`src/rtl/xy_trace_pkg.sv`:
```
// Shared types and widths for the x/y trace monitor and its trace FIFO.
package xy_trace_pkg;

    localparam int W_DEF        = 15;
    localparam int REC_W        = 2 * W_DEF + 1;
    localparam int SAMPLE_CNT_W = 16;
    localparam int DROP_CNT_W   = 8;

    typedef enum logic [1:0] {
        ST_EMPTY = 2'd0,
        ST_FIRST = 2'd1,
        ST_RUN   = 2'd2
    } state_e;

endpackage

```
`src/rtl/xy_trace_fifo.sv`:
```
// First-word-fall-through FIFO with registered head; extra pointer bit separates full from empty.
module xy_trace_fifo #(
    parameter int WIDTH = 31,
    parameter int DEPTH = 16
) (
    input  logic             clk,
    input  logic             rst,
    input  logic             push_i,
    input  logic [WIDTH-1:0] wdata_i,
    input  logic             pop_i,
    output logic             drop_o,
    output logic             valid_o,
    output logic [WIDTH-1:0] data_o
);

    localparam int AW = $clog2(DEPTH);

    logic [AW:0]      wr_ptr_q, wr_ptr_d;
    logic [AW:0]      rd_ptr_q, rd_ptr_d;
    logic             valid_q, valid_d;
    logic [WIDTH-1:0] data_q, data_d;
    logic [WIDTH-1:0] mem_q [DEPTH];
    logic             full_s;
    logic             pop_s;
    logic             accept_s;

    assign full_s   = (wr_ptr_q[AW] != rd_ptr_q[AW]) && (wr_ptr_q[AW-1:0] == rd_ptr_q[AW-1:0]);
    assign pop_s    = valid_q && pop_i;
    assign accept_s = push_i && (!full_s || pop_s);
    assign drop_o   = push_i && !accept_s;

    // Pointer advance and look-ahead of the head entry that becomes visible next cycle.
    always_comb begin
        wr_ptr_d = wr_ptr_q + {{AW{1'b0}}, accept_s};
        rd_ptr_d = rd_ptr_q + {{AW{1'b0}}, pop_s};
        valid_d  = (wr_ptr_d != rd_ptr_d);
        if (!valid_d) begin
            data_d = '0;
        end else if (accept_s && (wr_ptr_q[AW-1:0] == rd_ptr_d[AW-1:0])) begin
            data_d = wdata_i;
        end else begin
            data_d = mem_q[rd_ptr_d[AW-1:0]];
        end
    end

    // Storage array; only written entries are ever read, so it needs no reset.
    always_ff @(posedge clk) begin
        if (accept_s) begin
            mem_q[wr_ptr_q[AW-1:0]] <= wdata_i;
        end
    end

    // Pointer and head registers.
    always_ff @(posedge clk or negedge rst) begin
        if (!rst) begin
            wr_ptr_q <= '0;
            rd_ptr_q <= '0;
            valid_q  <= 1'b0;
            data_q   <= '0;
        end else begin
            wr_ptr_q <= wr_ptr_d;
            rd_ptr_q <= rd_ptr_d;
            valid_q  <= valid_d;
            data_q   <= data_d;
        end
    end

    assign valid_o = valid_q;
    assign data_o  = data_q;

endmodule

```
`src/rtl/xy_trace_monitor.sv`:
```
// Passive monitor: mines sticky x/y invariants, counts samples/drops and buffers raw records.
module xy_trace_monitor
    import xy_trace_pkg::*;
#(
    parameter int W     = W_DEF,
    parameter int DEPTH = 16
) (
    input  logic                    clk,
    input  logic                    rst,
    input  logic                    sample_en,
    input  logic                    selector,
    input  logic [W-1:0]            x,
    input  logic [W-1:0]            y,
    output logic                    out_valid,
    input  logic                    out_ready,
    output logic [2*W:0]            out_data,
    output logic                    inv_x_nondec,
    output logic                    inv_y_nondec,
    output logic                    inv_sum_const,
    output logic                    inv_x_ge_y,
    output logic                    inv_valid,
    output logic [SAMPLE_CNT_W-1:0] sample_cnt,
    output logic [DROP_CNT_W-1:0]   drop_cnt,
    output logic                    overflow
);

    state_e                  state_q, state_d;
    logic                    cmp_en_s, valid_set_s;
    logic [W-1:0]            prev_x_q, prev_x_d, prev_y_q, prev_y_d;
    logic [W:0]              prev_sum_q, prev_sum_d, sum_s;
    logic                    x_nondec_q, x_nondec_d, y_nondec_q, y_nondec_d;
    logic                    sum_const_q, sum_const_d, x_ge_y_q, x_ge_y_d;
    logic                    inv_valid_q, inv_valid_d;
    logic [SAMPLE_CNT_W-1:0] sample_cnt_q, sample_cnt_d;
    logic [DROP_CNT_W-1:0]   drop_cnt_q, drop_cnt_d;
    logic                    overflow_q, overflow_d;
    logic                    drop_s;

    // Sum kept one bit wider than the operands so it never wraps.
    assign sum_s = {1'b0, x} + {1'b0, y};

    xy_trace_fifo #(
        .WIDTH (2 * W + 1),
        .DEPTH (DEPTH)
    ) u_fifo (
        .clk     (clk),
        .rst     (rst),
        .push_i  (sample_en),
        .wdata_i ({selector, x, y}),
        .pop_i   (out_ready),
        .drop_o  (drop_s),
        .valid_o (out_valid),
        .data_o  (out_data)
    );

    // FSM state register.
    always_ff @(posedge clk or negedge rst) begin
        if (!rst) begin
            state_q <= ST_EMPTY;
        end else begin
            state_q <= state_d;
        end
    end

    // FSM next-state logic.
    always_comb begin
        state_d = state_q;
        case (state_q)
            ST_EMPTY: begin
                if (sample_en) state_d = ST_FIRST;
                else           state_d = ST_EMPTY;
            end
            ST_FIRST: begin
                if (sample_en) state_d = ST_RUN;
                else           state_d = ST_FIRST;
            end
            ST_RUN:   state_d = ST_RUN;
            default:  state_d = ST_EMPTY;
        endcase
    end

    // FSM outputs: history comparisons are only meaningful once a previous sample exists.
    always_comb begin
        cmp_en_s    = 1'b0;
        valid_set_s = 1'b0;
        case (state_q)
            ST_EMPTY: begin
                cmp_en_s    = 1'b0;
                valid_set_s = 1'b0;
            end
            ST_FIRST: begin
                cmp_en_s    = sample_en;
                valid_set_s = sample_en;
            end
            ST_RUN: begin
                cmp_en_s    = sample_en;
                valid_set_s = 1'b0;
            end
            default: begin
                cmp_en_s    = 1'b0;
                valid_set_s = 1'b0;
            end
        endcase
    end

    // Invariant flags, sample history and counters.
    always_comb begin
        prev_x_d     = prev_x_q;
        prev_y_d     = prev_y_q;
        prev_sum_d   = prev_sum_q;
        x_nondec_d   = x_nondec_q;
        y_nondec_d   = y_nondec_q;
        sum_const_d  = sum_const_q;
        x_ge_y_d     = x_ge_y_q;
        inv_valid_d  = inv_valid_q | valid_set_s;
        sample_cnt_d = sample_cnt_q;
        drop_cnt_d   = drop_cnt_q;
        overflow_d   = overflow_q | drop_s;
        if (sample_en) begin
            prev_x_d   = x;
            prev_y_d   = y;
            prev_sum_d = sum_s;
            if (x < y) x_ge_y_d = 1'b0;
            else       x_ge_y_d = x_ge_y_q;
            if (sample_cnt_q != {SAMPLE_CNT_W{1'b1}}) sample_cnt_d = sample_cnt_q + {{(SAMPLE_CNT_W-1){1'b0}}, 1'b1};
            else                                      sample_cnt_d = sample_cnt_q;
        end else begin
            prev_x_d = prev_x_q;
        end
        if (cmp_en_s) begin
            if (x < prev_x_q)       x_nondec_d  = 1'b0;
            else                    x_nondec_d  = x_nondec_q;
            if (y < prev_y_q)       y_nondec_d  = 1'b0;
            else                    y_nondec_d  = y_nondec_q;
            if (sum_s != prev_sum_q) sum_const_d = 1'b0;
            else                     sum_const_d = sum_const_q;
        end else begin
            x_nondec_d = x_nondec_q;
        end
        if (drop_s && (drop_cnt_q != {DROP_CNT_W{1'b1}})) begin
            drop_cnt_d = drop_cnt_q + {{(DROP_CNT_W-1){1'b0}}, 1'b1};
        end else begin
            drop_cnt_d = drop_cnt_q;
        end
    end

    // State registers for history, flags and counters.
    always_ff @(posedge clk or negedge rst) begin
        if (!rst) begin
            prev_x_q     <= '0;
            prev_y_q     <= '0;
            prev_sum_q   <= '0;
            x_nondec_q   <= 1'b1;
            y_nondec_q   <= 1'b1;
            sum_const_q  <= 1'b1;
            x_ge_y_q     <= 1'b1;
            inv_valid_q  <= 1'b0;
            sample_cnt_q <= '0;
            drop_cnt_q   <= '0;
            overflow_q   <= 1'b0;
        end else begin
            prev_x_q     <= prev_x_d;
            prev_y_q     <= prev_y_d;
            prev_sum_q   <= prev_sum_d;
            x_nondec_q   <= x_nondec_d;
            y_nondec_q   <= y_nondec_d;
            sum_const_q  <= sum_const_d;
            x_ge_y_q     <= x_ge_y_d;
            inv_valid_q  <= inv_valid_d;
            sample_cnt_q <= sample_cnt_d;
            drop_cnt_q   <= drop_cnt_d;
            overflow_q   <= overflow_d;
        end
    end

    assign inv_x_nondec  = x_nondec_q;
    assign inv_y_nondec  = y_nondec_q;
    assign inv_sum_const = sum_const_q;
    assign inv_x_ge_y    = x_ge_y_q;
    assign inv_valid     = inv_valid_q;
    assign sample_cnt    = sample_cnt_q;
    assign drop_cnt      = drop_cnt_q;
    assign overflow      = overflow_q;

endmodule
```
`config.mk`:
```
export PLATFORM = sky130hd
export DESIGN_NAME = xy_trace_monitor
export DESIGN_NICKNAME = d
export VERILOG_FILES = /design/src/rtl/xy_trace_pkg.sv /design/src/rtl/xy_trace_fifo.sv /design/src/rtl/xy_trace_monitor.sv
export SDC_FILE = /design/constraint.sdc
export NUM_CORES = 1
export LEC_CHECK = 0
export CAP_MARGIN = 20
export CORE_ASPECT_RATIO = 1.4
export CORE_MARGIN = 2
export CORE_UTILIZATION = 40
export DETAILED_ROUTE_END_ITERATION = 8
export PLACE_DENSITY = 0.57
export SLEW_MARGIN = 20
export SYNTH_ARGS = -nofsm -noshare
export SYNTH_HDL_FRONTEND = slang
export SYNTH_SLANG_ARGS = --single-unit
```
`constraint.sdc`:
```
create_clock -name clk -period 5.7 [get_ports clk]
set_input_delay 1.14 -clock clk [delete_from_list [all_inputs] [get_ports clk]]
set_output_delay 1.14 -clock clk [all_outputs]
set_load 0.05 [all_outputs]
```
; ---- Word-level counts from Yosys, hierarchy flattened
; Memories as Yosys holds them, arrays and structs flattened.
; Index checks and enable logic that the tools add are counted.
; W data, S select, Z words.
[totals]
reg_bits = 120
latchBits = 0
ramBits = 496
mem_bits_ro = 0
in_bits = 35
out_inout_bits = 62
wordCells = 61
n_memories = 1
[classes]
addsub = 5
multipliers = 0
div = 0
n_lt_le_gt_ge = 3
eq_ne = 9
n_shift = 0
muxes = 9
bitwise_logic = 2
reduce_logical = 16
[mem_list]
columns = name, words, word_bits, rd, rd_clocked_by_memory_dff, write_ports, line_no
row1 = u_fifo.mem_q, 16, 31, 1, 0, 1, xy_trace_fifo.sv:22  ; logic [WIDTH-1:0] mem_q [DEPTH];
[op_table]
columns = cell, count
row1 = $mux W31, 2
row2 = $lt A15 B15 Y1, 3
row3 = $add A15 B15 Y16, 1
row4 = $add A16 B1 Y16 const B, 1
row5 = $ne A16 B16 Y1, 1
row6 = $ne A16 B16 Y1 const B, 1
row7 = $add A5 B1 Y5, 2
row8 = $reduce_and A2 Y1, 5
row9 = $add A8 B1 Y8 const B, 1
row10 = $eq A4 B4 Y1, 2
row11 = $ne A8 B8 Y1 const B, 1
row12 = $logic_and A1 B1 Y1, 6
row13 = $pmux W2 S3, 1
row14 = $mux W1, 5
row15 = $ne A5 B5 Y1, 1
row16 = $eq A2 B1 Y1 const B, 1
row17 = $eq A2 B2 Y1 const B, 1
row18 = $logic_not A1 Y1, 2
row19 = $logic_not A2 Y1, 1
row20 = $mux W2, 1
row21 = $or A1 B1 Y1, 2
row22 = $reduce_or A2 Y1, 1
row23 = $logic_or A1 B1 Y1, 1
row24 = $ne A1 B1 Y1, 1

; ---- Depth between registers and ports, before layout
; Gate-level depths: netlist (run 1).
[depth]
ltp_word = 8
depth_mapped = 14
depth_no_buf = 13

; ---- Hierarchy
; Synthesis (run 1) repeated with hierarchy kept, for this count alone.
[hier_totals]
hier_cells = 1533
area_unflattened_um2 = 26135.1
[modules_own_cells]
columns = mod, instances, cells_per_inst, area_each_um2, seq_area_each_um2
row1 = xy_trace_fifo, 1, 970, 20852.5, 15945.3
row2 = xy_trace_monitor, 1, 563, 5282.6, 1956.9

; ---- Worst setup path before layout (run 1)
; No wires, ideal clock.
[synth_path]
kind = input to register
start = input port out_ready
end = memory u_fifo.mem_q[0][0] (enable)
setup_time_ns = 0.458
arrival_time_ns = 4.031
required_time_ns = 5.242
path_slack_ns = 1.211
path_stages = 5
n_path_buf = 0
path_cell_list = and2_1 -> nor3_1 -> nand2b_1 -> or3_1 -> nor3_1
[synth_between]
elab_chain_len = 5
[synth_rtl]
columns = item, line_no
row1 = start: declaration, xy_trace_monitor.sv:15  ; input logic out_ready,
row2 = $logic_and A1 B1 Y1, xy_trace_fifo.sv:28  ; assign pop_s = valid_q && pop_i;
row3 = $logic_or A1 B1 Y1, xy_trace_fifo.sv:29  ; assign accept_s = push_i && (!full_s || pop_s);
row4 = $logic_and A1 B1 Y1, xy_trace_fifo.sv:29
row5 = $mux W1, xy_trace_fifo.sv:48  ; if (accept_s) begin
row6 = $mux W1 (not written as such), xy_trace_fifo.sv:49  ; mem_q[wr_ptr_q[AW-1:0]] <= wdata_i;
row7 = end: declaration, xy_trace_fifo.sv:22
; No other way between the ends.

; ---- Worst setup path after layout (run 1)
[layout_path]
start = input port y[5]
end = register sum_const_q, in the netlist inv_sum_const
[layout_between]
elab_chain_len = 3
[layout_rtl]
columns = item, line_no
row1 = start: declaration, xy_trace_monitor.sv:13  ; input logic [W-1:0] y,
row2 = $add A15 B15 Y16, xy_trace_monitor.sv:40  ; assign sum_s = {1'b0, x} + {1'b0, y};
row3 = $ne A16 B16 Y1, xy_trace_monitor.sv:135  ; if (sum_s != prev_sum_q) sum_const_d = 1'b0;
row4 = $reduce_and A2 Y1 (no line), -
row5 = end signal: assignment, xy_trace_monitor.sv:167  ; sum_const_q <= sum_const_d;
row6 = end: declaration, xy_trace_monitor.sv:32  ; logic sum_const_q, sum_const_d, x_ge_y_q, x_ge_y_d;
; No other way between the ends.
; A chain may end at the register's enable or synchronous reset.

==> impl_metrics.env, run 1 <==
export IMPL_outcome="finished clean"
export IMPL_internal_power_mw=10.0
export IMPL_cap_viol_max_count=0
export IMPL_rows=110
export IMPL_first_pass_iters=7
export IMPL_ordered_list_of_cells_on_the_worst_path="clkdlybuf4s50_1 > ha_1 > nor2b_1 > nor4_1 > a21oi_1 > nor2b_1 > mux2i_1 > nand4_1 > o41ai_2 > o31a_1"
export IMPL_grt_antenna_before_repair=0
export IMPL_sum_of_buffers_and_inverters_on_the_critical_path=1
export IMPL_crit_path_start_kind="input pin"
export IMPL_setup_viol=0
export IMPL_synth_sequential_area_ratio=0.694
export IMPL_crit_path_capture_type="flip-flop"
export IMPL_vdd_drop_max_uv=340
export IMPL_track_usage=0.201
export IMPL_die_w_um=219
export IMPL_cpMaxStageDelayCell="sky130_fd_sc_hd__clkdlybuf4s50_1"
export IMPL_io_pins=97
export IMPL_place_hpwl_um=39800
export IMPL_ctsResizeCount=0
export IMPL_maxClockFrequency_ghz=0.252
export IMPL_final_layout_size_suffix_gt1_frac=0.184
export IMPL_ys_ff_latch=616
export IMPL_setup_slack_of_the_most_critical_reg_to_reg_path_ns=2.21
export IMPL_final_nets=1841
export IMPL_clock_tree_from_tritoncts="built"
export IMPL_synth_nets=1689
export IMPL_totalPowerFinal_mw=15.5
export IMPL_cell_area_after_synthesis_mm2=0.0258
export IMPL_synth_main_ff_cell="sky130_fd_sc_hd__edfxtp_1"
export IMPL_hold_path_class="flip-flop to flip-flop"
export IMPL_place_detailed_instances=2521
export IMPL_worstMarginPinSlew_ns=1.06
export IMPL_antenna_left=0
export IMPL_setup_repair_after_global_routing_missed_its_margin="no"
export IMPL_die_area_mm2=0.0666
export IMPL_timing_critical_path_slowest_cell_delay_ns=0.97
export IMPL_holdBufCountCts=0
export IMPL_critPathKind="input pin to flip-flop"
export IMPL_final_period_minus_worst_setup_slack_ns=3.97
export IMPL_grt_first_pass_wirelength_um=98000
export IMPL_share_seq_of_total_power=0.372
export IMPL_syn_instance_count=1587
export IMPL_synth_area_top_cells="sky130_fd_sc_hd__edfxtp_1, sky130_fd_sc_hd__dfrtp_1, sky130_fd_sc_hd__mux4_2"
export IMPL_fp_dieH_um=304
export IMPL_areaGrowthSynthToFinish_pct=16.9
export IMPL_route_final_wire_length_um=65900
export IMPL_async_reset_ff_frac=0.195
export IMPL_post_cts_repair_setup_buffers=0
export IMPL_worst_path_max_fanout=21
export IMPL_number_of_global_route_vias_before_repair=15020
export IMPL_cpLargestDelayFamily="simple AND/OR/NAND/NOR gates"
export IMPL_drt_first_iter_violations=1310
export IMPL_synth_warning_count=0
export IMPL_fillerInstances=5479
export IMPL_power_density_mw_per_mm2=514
export IMPL_finalNonFillerCells=2630
export IMPL_critPathMostFrequentCell="sky130_fd_sc_hd__nor2b_1"
export IMPL_grt_max_degree=92
export IMPL_power_switching_fraction=0.353
export IMPL_switchingPower_mw=5.47
export IMPL_finish_utilization=0.471
export IMPL_clock_transition_at_the_registers_of_the_reported_paths_ns=0.06
export IMPL_final_clock_period_utilization_by_the_worst_path=0.696
export IMPL_coreArea_mm2=0.0640
export IMPL_final_max_tran_viols=0
export IMPL_post_synth_top_area_cell="sky130_fd_sc_hd__edfxtp_1"
export IMPL_cts_buffers_inserted=56
export IMPL_data_arrival_at_the_endpoint_of_the_critical_path_ns=4.53
export IMPL_combPwrFrac=0.381
export IMPL_ff_latch_area_mm2=0.0179
export IMPL_multiInputGateArea_mm2=0.00752
export IMPL_drc=0
export IMPL_source_to_sink_clock_delay_at_the_later_pin_of_the_worst_skew_pair_ns=0.62
export IMPL_total_of_buffers_placed_on_input_and_output_ports=96
export IMPL_setup_total_negative_slack_ns=0
export IMPL_drt_wirelength_per_cell_um=25.0
export IMPL_avgViaCountPerCell=5.47
export IMPL_htreeDepth=2
export IMPL_worst_hold_slack_ns=0.460
export IMPL_worst_slew_margin_rel=0.290
export IMPL_initial_utilization=0.403
export IMPL_power_static_leakage_nw=10.7
export IMPL_synthDominantCellAreaShare=0.577
export IMPL_grt_overflow_total=0
export IMPL_route_vias_total=14380
export IMPL_yosysUniqueCellTypes=65
export IMPL_synth_enable_flop_cells=496
export IMPL_cts_buffer_depth=3
export IMPL_cts_sink_count=616
export IMPL_clock_skew_ns=0.0204
export IMPL_clock_root_buffer="sky130_fd_sc_hd__clkbuf_16"
export IMPL_p_clk_frac=0.247
export IMPL_timing_hold_violations_final=0
export IMPL_avgSynthCellArea_um2=16.3
export IMPL_globalplace_congestion=0.804
export IMPL_cp_data_required_time_ns=6.27
## path summary, 6_finish.rpt
path | from | to | cells past startpoint
max in group asynchronous | rst | inv_y_nondec | 2
worst max-delay path | y[5] | inv_sum_const | 10
worst min-delay path | inv_x_ge_y | inv_x_ge_y | 2
worst max register to register | u_fifo.wr_ptr_q[2] | u_fifo.data_o[9] | 14
min in group asynchronous | rst | sample_cnt[11] | 1
worst min register to register | inv_x_ge_y | inv_x_ge_y | 2
## state kept, by name, indices dropped and copies added, names as in the netlist
signal,count
sample_cnt,16
u_fifo.data_o,31
inv_y_nondec,1
inv_sum_const,1
prev_x_q,15
u_fifo.wr_ptr_q,5
inv_x_nondec,1
inv_valid,1
prev_sum_q,16
u_fifo.valid_o,1
drop_cnt,8
overflow,1
u_fifo.mem_q,496
prev_y_q,15
inv_x_ge_y,1
u_fifo.rd_ptr_q,5
state_q,2
## per-stage QoR
step                setup WS (ns)  instance area (µm²)
global route                 1.55                30200
detailed placement           1.18                28300
CTS                          1.85                30200
floorplan                    1.21                25800
global placement             1.22                28300
finish                       1.73                30200
## Yosys cell counts (3+ instances only)
cell,count
sky130_fd_sc_hd__o21ai_0,36
sky130_fd_sc_hd__and3_1,37
sky130_fd_sc_hd__xor2_1,22
sky130_fd_sc_hd__edfxtp_1,496
sky130_fd_sc_hd__o21bai_1,5
sky130_fd_sc_hd__clkbuf_1,39
sky130_fd_sc_hd__o31ai_1,5
sky130_fd_sc_hd__nor2b_1,14
sky130_fd_sc_hd__nand4_1,10
sky130_fd_sc_hd__a21o_1,12
sky130_fd_sc_hd__dfstp_2,4
sky130_fd_sc_hd__mux2_2,8
sky130_fd_sc_hd__nand3_1,17
sky130_fd_sc_hd__nor3_1,6
sky130_fd_sc_hd__mux2i_1,3
sky130_fd_sc_hd__o21a_1,5
sky130_fd_sc_hd__ha_1,66
sky130_fd_sc_hd__buf_1,18
sky130_fd_sc_hd__a21oi_1,59
sky130_fd_sc_hd__a311oi_1,34
sky130_fd_sc_hd__o211ai_1,3
sky130_fd_sc_hd__buf_2,17
sky130_fd_sc_hd__mux4_2,124
sky130_fd_sc_hd__inv_1,62
sky130_fd_sc_hd__nand2_1,178
sky130_fd_sc_hd__nor2_1,84
sky130_fd_sc_hd__a31oi_1,3
sky130_fd_sc_hd__inv_2,3
sky130_fd_sc_hd__nand3b_1,4
sky130_fd_sc_hd__nand2b_1,12
sky130_fd_sc_hd__xnor2_1,42
sky130_fd_sc_hd__nor4b_1,3
sky130_fd_sc_hd__nor4_1,3
sky130_fd_sc_hd__dfrtp_1,116
## power groups by stage
stage / Clock [mW] / Sequential (mW) / Combinational (mW)
after floorplan: 0 / 6.27 / 3.48
after global placement: 0 / 5.85 / 5.96
after detailed placement: 0 / 5.87 / 5.99
after CTS: 3.91 / 5.78 / 6.01
after global routing: 4.07 / 5.82 / 6.34
final: 3.83 / 5.77 / 5.91
## tightest hold or removal path, cell delays in order (launching register included)
cell                      delay, ns
sky130_fd_sc_hd__dfstp_2       0.37
sky130_fd_sc_hd__inv_1         0.04
sky130_fd_sc_hd__a41oi_1       0.04
## routing by layer
metal | wire length (µm) | vias to the layer above | GRT usage | part of all wire
li1 | - | 6364 | - | -
met1 | 26600 | 7557 | 0.255 | 0.40
met2 | 35000 | 354 | 0.363 | 0.53
met3 | 2500 | 105 | 0.0208 | 0.038
met4 | 1820 | 0 | 0.0603 | 0.028
met5 | 0 | - | 0 | 0
## logic make-up after synthesis
group	share of synthesized area
DFF	0.694
and+or+nand+nor	0.0661
AOI/OAI and AO/OA	0.0482
buffers and inverters	0.0211
muxes	0.113
xor gates and xnor gates	0.0244
adders and majority gates	0.0328
## layout make-up
class / instances / share of cell area
sequential: 616 / 0.594
clock buffer: 74 / 0.0497
antenna: 3 / 0.000249
inverter: 65 / 0.00809
multi-input combinational: 832 / 0.249
timing repair buffer: 168 / 0.0526
tap: 840 / 0.0348
clock inverter: 32 / 0.0116
## cells in the final DEF, fill, tap and decap left out, types with 14 or more instances in the layout
| cell type | n |
|---|---|
| sky130_fd_sc_hd__o21ai_0 | 36 |
| sky130_fd_sc_hd__dfrtp_1 | 116 |
| sky130_fd_sc_hd__and3_1 | 37 |
| sky130_fd_sc_hd__clkbuf_16 | 56 |
| sky130_fd_sc_hd__clkdlybuf4s50_1 | 94 |
| sky130_fd_sc_hd__clkbuf_1 | 15 |
| sky130_fd_sc_hd__edfxtp_1 | 496 |
| sky130_fd_sc_hd__inv_1 | 61 |
| sky130_fd_sc_hd__xor2_1 | 21 |
| sky130_fd_sc_hd__nor2b_1 | 14 |
| sky130_fd_sc_hd__a21oi_1 | 59 |
| sky130_fd_sc_hd__nor2_1 | 72 |
| sky130_fd_sc_hd__nand3_1 | 17 |
| sky130_fd_sc_hd__nand2_1 | 178 |
| sky130_fd_sc_hd__a311oi_1 | 34 |
| sky130_fd_sc_hd__ha_1 | 64 |
| sky130_fd_sc_hd__buf_4 | 66 |
| sky130_fd_sc_hd__mux4_2 | 124 |
| sky130_fd_sc_hd__xnor2_1 | 41 |
Note: power is estimated with default switching activity, not from simulation.
==> run 2, diff against run 1 <==
- clock period: 5.7 -> 3.89 ns (I/O delays scaled with it)
==> run 2 against run 1 <==
  * Combinational power grew 55%
  * Clock skew down 0.0063 ns
  * Cell count is 2.1% higher
  * Design area rose by 2.5%
  * Hold slack worse by 0.31 ns
  * Clock power increased by 50%
  * Wire length increased by 1.5%
  * Non-clock buffer count is 56 higher
  * Core utilization grew 1.2 points
  * Sequential power up 45%
  * First-iteration DRC count is 21% lower
==> impl_metrics.env, run 2 (synthesis gave the netlist of run 1 again) <==
export IMPL_clock_tree_from_tritoncts="built"
export IMPL_switchingPower_mw=8.11
export IMPL_largest_reg_flops=496
export IMPL_worst_hold_slack_ns=0.151
export IMPL_worst_path_max_fanout=12
export IMPL_grt_max_degree=81
export IMPL_worstMarginPinSlew_ns=0.782
export IMPL_grt_first_pass_wirelength_um=99800
export IMPL_cts_buffer_depth=3
export IMPL_avgViaCountPerCell=5.41
export IMPL_htreeDepth=2
export IMPL_cp_data_required_time_ns=4.45
export IMPL_setup_viol=0
export IMPL_initial_utilization=0.403
export IMPL_track_usage=0.206
export IMPL_ordered_list_of_cells_on_the_worst_path="clkdlybuf4s50_1 > buf_4 > ha_1 > nor2_1 > a2111o_1 > a21oi_1 > o21bai_1 > nand3b_1 > o2111ai_1 > o41ai_2 > o31a_1"
export IMPL_timing_hold_violations_final=0
export IMPL_fp_dieH_um=304
export IMPL_die_w_um=219
export IMPL_grt_antenna_before_repair=2
export IMPL_cpMaxStageDelayCell="sky130_fd_sc_hd__clkdlybuf4s50_1"
export IMPL_vdd_drop_max_uv=471
export IMPL_final_clock_period_utilization_by_the_worst_path=0.831
export IMPL_number_of_global_route_vias_before_repair=15365
export IMPL_power_density_mw_per_mm2=753
export IMPL_rows=110
export IMPL_coreArea_mm2=0.0640
export IMPL_critical_path_reg2reg_startpoint="u_fifo.rd_ptr_q[3]"
export IMPL_timing_critical_path_slowest_cell_delay_ns=0.67
export IMPL_mostFrequentLayoutCell="sky130_fd_sc_hd__edfxtp_1"
export IMPL_finish_utilization=0.483
export IMPL_internal_power_mw=15.2
export IMPL_cap_viol_max_count=0
export IMPL_ctsResizeCount=0
export IMPL_cts_buffers_inserted=58
export IMPL_drt_first_iter_violations=1031
export IMPL_cts_sink_count=616
export IMPL_io_pins=97
export IMPL_holdBufCountCts=0
export IMPL_most_common_layout_cells="sky130_fd_sc_hd__edfxtp_1, sky130_fd_sc_hd__nand2_1, sky130_fd_sc_hd__mux4_2"
export IMPL_antenna_left=0
export IMPL_hold_path_class="input pin to asynchronous set/reset pin"
export IMPL_final_layout_size_suffix_gt1_frac=0.213
export IMPL_fillerInstances=5385
export IMPL_outcome="finished clean"
export IMPL_worst_slew_margin_rel=0.479
export IMPL_post_cts_repair_setup_buffers=0
export IMPL_p_clk_frac=0.246
export IMPL_route_final_wire_length_um=66900
export IMPL_setup_repair_after_global_routing_missed_its_margin="no"
export IMPL_die_area_mm2=0.0666
export IMPL_combPwrFrac=0.394
export IMPL_final_period_minus_worst_setup_slack_ns=3.23
export IMPL_clock_skew_ns=0.0140
export IMPL_crit_path_start_kind="input pin"
export IMPL_critPathKind="input pin to flip-flop"
export IMPL_final_max_tran_viols=0
export IMPL_power_static_leakage_nw=11.1
export IMPL_final_nets=1899
export IMPL_clock_transition_at_the_registers_of_the_reported_paths_ns=0.06
export IMPL_clock_root_buffer="sky130_fd_sc_hd__clkbuf_16"
export IMPL_data_arrival_at_the_endpoint_of_the_critical_path_ns=3.79
export IMPL_place_hpwl_um=41900
export IMPL_maxClockFrequency_ghz=0.309
export IMPL_route_vias_total=14515
export IMPL_first_pass_iters=5
export IMPL_source_to_sink_clock_delay_at_the_later_pin_of_the_worst_skew_pair_ns=0.62
export IMPL_startpoint="y[2]"
export IMPL_total_of_buffers_placed_on_input_and_output_ports=96
export IMPL_share_seq_of_total_power=0.360
export IMPL_areaGrowthSynthToFinish_pct=19.9
export IMPL_grt_overflow_total=0
export IMPL_drt_wirelength_per_cell_um=24.9
export IMPL_drc=0
export IMPL_crit_path_capture_type="flip-flop"
export IMPL_setup_total_negative_slack_ns=0
export IMPL_globalplace_congestion=0.867
export IMPL_power_switching_fraction=0.348
-- run 2: critical path: cells and delay by family --
| kind | cells | cell delay (ns) |
|---|---|---|
| buffers and inverters | 2 | 0.97 |
| AND/OR/NAND/NOR | 2 | 0.19 |
| AO/OA/AOI/OAI | 6 | 1.64 |
| adder cells (fa/ha/maj) | 1 | 0.23 |
-- run 2: final timing paths --
check	endpoint	slack, ns	cells after the start
setup / recovery	inv_sum_const	0.66	11
hold / removal	u_fifo.valid_o	0.15	1
setup reg to reg	u_fifo.data_o[5]	0.73	14
hold reg to reg	inv_x_ge_y	0.45	2
max in group asynchronous	inv_y_nondec	2.95	2
min in group clk	inv_x_ge_y	0.45	2
-- run 2: layout make-up --
cell class	instances	area (µm²)	share of cell area
Clock buffer	69	1530	0.0496
Tap cell	840	1050	0.0340
Timing Repair Buffer	224	2270	0.0735
Sequential cell	616	17900	0.579
Inverter	65	244	0.00789
Antenna cell	1	2.50	0.0000809
Multi-Input combinational cell	832	7550	0.244
Clock inverter	38	365	0.0118
-- run 2: power groups by stage --
stage	sequential, mW	clock, mW	combinational [mW]
floorplan	9.19	0	5.12
global placement	8.50	0	9.25
detailed placement	8.53	0	9.30
CTS	8.40	5.85	9.34
global route	8.45	6.10	9.87
finish	8.38	5.73	9.17
-- run 2: stage by stage --
stage | instances | power (mW) | setup slack, ns | area [µm²]
2_1_floorplan | 1587 | 14.3 | 0.593 | 25800
3_3_place_gp | 2577 | 17.8 | 0.0725 | 29000
3_5_place_dp | 2577 | 17.8 | 0.0751 | 29000
4_1_cts | 2684 | 23.6 | 0.717 | 30900
5_1_grt | 2685 | 24.4 | 0.453 | 30900
6_report | 2685 | 23.3 | 0.658 | 30900
-- run 2: layer usage --
layer	wire length [µm]	part of all wire	track usage	up-vias
li1	-	-	-	6480
met1	25700	0.38	0.246	7527
met2	35400	0.53	0.369	384
met3	3150	0.047	0.0326	124
met4	2610	0.039	0.0793	0
met5	0	0	0	-
==> run 3, diff against run 2 <==
- PLACE_DENSITY: 0.57 -> 0.59
- clock period: 3.89 -> 2.8 ns (I/O delays scaled with it)
==> run 3 against run 2 <==
  * Global-route usage grew 0.23 points
  * First-iteration DRC count increased by 24%
  * Cell count up 5.0%
  * Hold slack improved by 0.20 ns
  * Non-clock buffer count rose by 138
  * Critical path type is now flip-flop to flip-flop
  * Largest power group unchanged
==> impl_metrics.env, run 3 (synthesis gave the netlist of run 1 again) <==
export IMPL_outcome="finished clean"
export IMPL_hold_path_class="input pin to flip-flop"
export IMPL_grt_overflow_total=0
export IMPL_crit_path_start_kind="flip-flop"
export IMPL_route_vias_total=15111
export IMPL_worstMarginPinSlew_ns=0.713
export IMPL_setup_viol=0
export IMPL_drc=0
export IMPL_avgViaCountPerCell=5.36
export IMPL_num_antenna_cells=0
export IMPL_worst_path_max_fanout=5
export IMPL_timing_final_ws_setup_ns=0.0208
export IMPL_final_clock_period_utilization_by_the_worst_path=0.993
export IMPL_cp_data_required_time_ns=3.30
export IMPL_first_pass_iters=5
export IMPL_cap_viol_max_count=0
export IMPL_globalplace_congestion=0.848
export IMPL_io_pins=97
export IMPL_antenna_left=0
export IMPL_grt_max_degree=75
export IMPL_drt_first_iter_violations=1280
export IMPL_rows=110
export IMPL_final_period_minus_worst_setup_slack_ns=2.78
export IMPL_clock_root_buffer="sky130_fd_sc_hd__clkbuf_16"
export IMPL_number_of_global_route_vias_before_repair=15823
export IMPL_data_arrival_at_the_endpoint_of_the_critical_path_ns=3.28
export IMPL_track_usage=0.208
export IMPL_crit_path_capture_type="flip-flop"
export IMPL_die_w_um=219
export IMPL_place_hpwl_um=43800
export IMPL_setup_repair_after_global_routing_missed_its_margin="yes"
export IMPL_totalPowerFinal_mw=34.5
export IMPL_htreeDepth=2
export IMPL_total_of_buffers_placed_on_input_and_output_ports=96
export IMPL_final_max_tran_viols=0
export IMPL_finish_utilization=0.511
export IMPL_power_static_leakage_nw=12.0
export IMPL_grt_first_pass_wirelength_um=101000
export IMPL_power_density_mw_per_mm2=1050
export IMPL_cts_buffers_inserted=57
export IMPL_final_nets=2036
export IMPL_worst_slew_margin_rel=0.524
export IMPL_clock_skew_ns=0.0222
export IMPL_clock_transition_at_the_registers_of_the_reported_paths_ns=0.06
export IMPL_route_final_wire_length_um=68200
export IMPL_cts_sink_count=616
export IMPL_grt_antenna_before_repair=2
export IMPL_source_to_sink_clock_delay_at_the_later_pin_of_the_worst_skew_pair_ns=0.62
export IMPL_initial_utilization=0.403
export IMPL_fp_dieH_um=304
export IMPL_drt_wirelength_per_cell_um=24.2
export IMPL_mostFrequentLayoutCell="sky130_fd_sc_hd__edfxtp_1"
export IMPL_vdd_drop_max_uv=810
export IMPL_clock_tree_from_tritoncts="built"
export IMPL_maxClockFrequency_ghz=0.360
export IMPL_most_common_layout_cells="sky130_fd_sc_hd__edfxtp_1, sky130_fd_sc_hd__buf_4, sky130_fd_sc_hd__nand2_1"
export IMPL_cts_buffer_depth=3
export IMPL_critPathKind="flip-flop to flip-flop"
export IMPL_die_area_mm2=0.0666
export IMPL_largest_reg_flops=496
export IMPL_detailedPlace_worstSlack_ns=-0.849
export IMPL_final_layout_size_suffix_gt1_frac=0.290
export IMPL_timing_hold_violations_final=0
export IMPL_areaGrowthSynthToFinish_pct=26.7
export IMPL_coreArea_mm2=0.0640
==> run 3: final cells by class <==
class                      count  area (µm²)
timing repair buffer         362        3700
sequential                   616       17900
clock buffer                  75        1570
fill                        5281       31300
clock inverter                30         305
inverter                      65         246
multi-input combinational    832        7920
tap                          840        1050
==> run 3: metrics by stage <==
step           hold WS, ns  area (µm²)  TNS [ns]  instances
2_1_floorplan        0.264       25800    -72.51       1587
3_3_place_gp         0.449       30100    -53.30       2683
3_5_place_dp         0.446       30100    -59.48       2683
4_1_cts              0.324       32400     -1.20       2813
5_1_grt              0.351       32700     -2.28       2820
6_report             0.351       32700         0       2820
==> run 3: path summary, 6_finish.rpt <==
kind	depth (start not counted)	start	to	slack, ns
worst min-delay path	4	sample_en	u_fifo.wr_ptr_q[0]	0.35
max in group asynchronous	3	rst	u_fifo.data_o[2]	1.61
min in group asynchronous	2	rst	u_fifo.data_o[21]	0.49
worst max-delay path	16	u_fifo.wr_ptr_q[4]	u_fifo.data_o[17]	0.02
worst min register to register	2	inv_x_ge_y	inv_x_ge_y	0.46
worst max register to register	16	u_fifo.wr_ptr_q[4]	u_fifo.data_o[17]	0.02
==> run 3: metal layers <==
metal / vias to the layer above / GRT usage / share of wire
li1: 6755 / - / -
met1: 7850 / 0.248 / 0.38
met2: 407 / 0.384 / 0.55
met3: 99 / 0.0268 / 0.046
met4: 0 / 0.0680 / 0.031
met5: - / 0 / 0
==> run 3: worst max-delay path, cell delays in order, from the launching register on <==
cell and delay (ns):
sky130_fd_sc_hd__dfrtp_1 0.39, sky130_fd_sc_hd__xor2_1 0.17, sky130_fd_sc_hd__nand4_1 0.14, sky130_fd_sc_hd__nor3_2 0.15, sky130_fd_sc_hd__nand2b_4 0.19, sky130_fd_sc_hd__inv_4 0.04, sky130_fd_sc_hd__ha_4 0.16, sky130_fd_sc_hd__ha_4 0.16
sky130_fd_sc_hd__nand3_4 0.08, sky130_fd_sc_hd__xor2_2 0.16, sky130_fd_sc_hd__xnor2_1 0.14, sky130_fd_sc_hd__nand2_1 0.10, sky130_fd_sc_hd__nor4b_4 0.27, sky130_fd_sc_hd__buf_6 0.19, sky130_fd_sc_hd__buf_12 0.13, sky130_fd_sc_hd__buf_16 0.13
sky130_fd_sc_hd__nor2_1 0.05
==> run 3: where the power goes <==
| part | switching, mW | total (mW) | internal (mW) |
|---|---|---|---|
| Combinational | 8.10 | 15.1 | 6.95 |
| Sequential | 0.404 | 11.6 | 11.2 |
| Clock | 3.43 | 7.83 | 4.40 |
| Total | 11.9 | 34.5 | 22.5 |
==> run 3: what timing repair did <==
item / CTS / global route
endpoints found under the setup margin: 33 / 41
cloned: 3 / 0
hold endpoints to repair: 41 / 0
resized for setup: 48 / 52
hold buffers: 1 / 0
buffers inserted: 21 / 13
pin swaps: 23 / 23
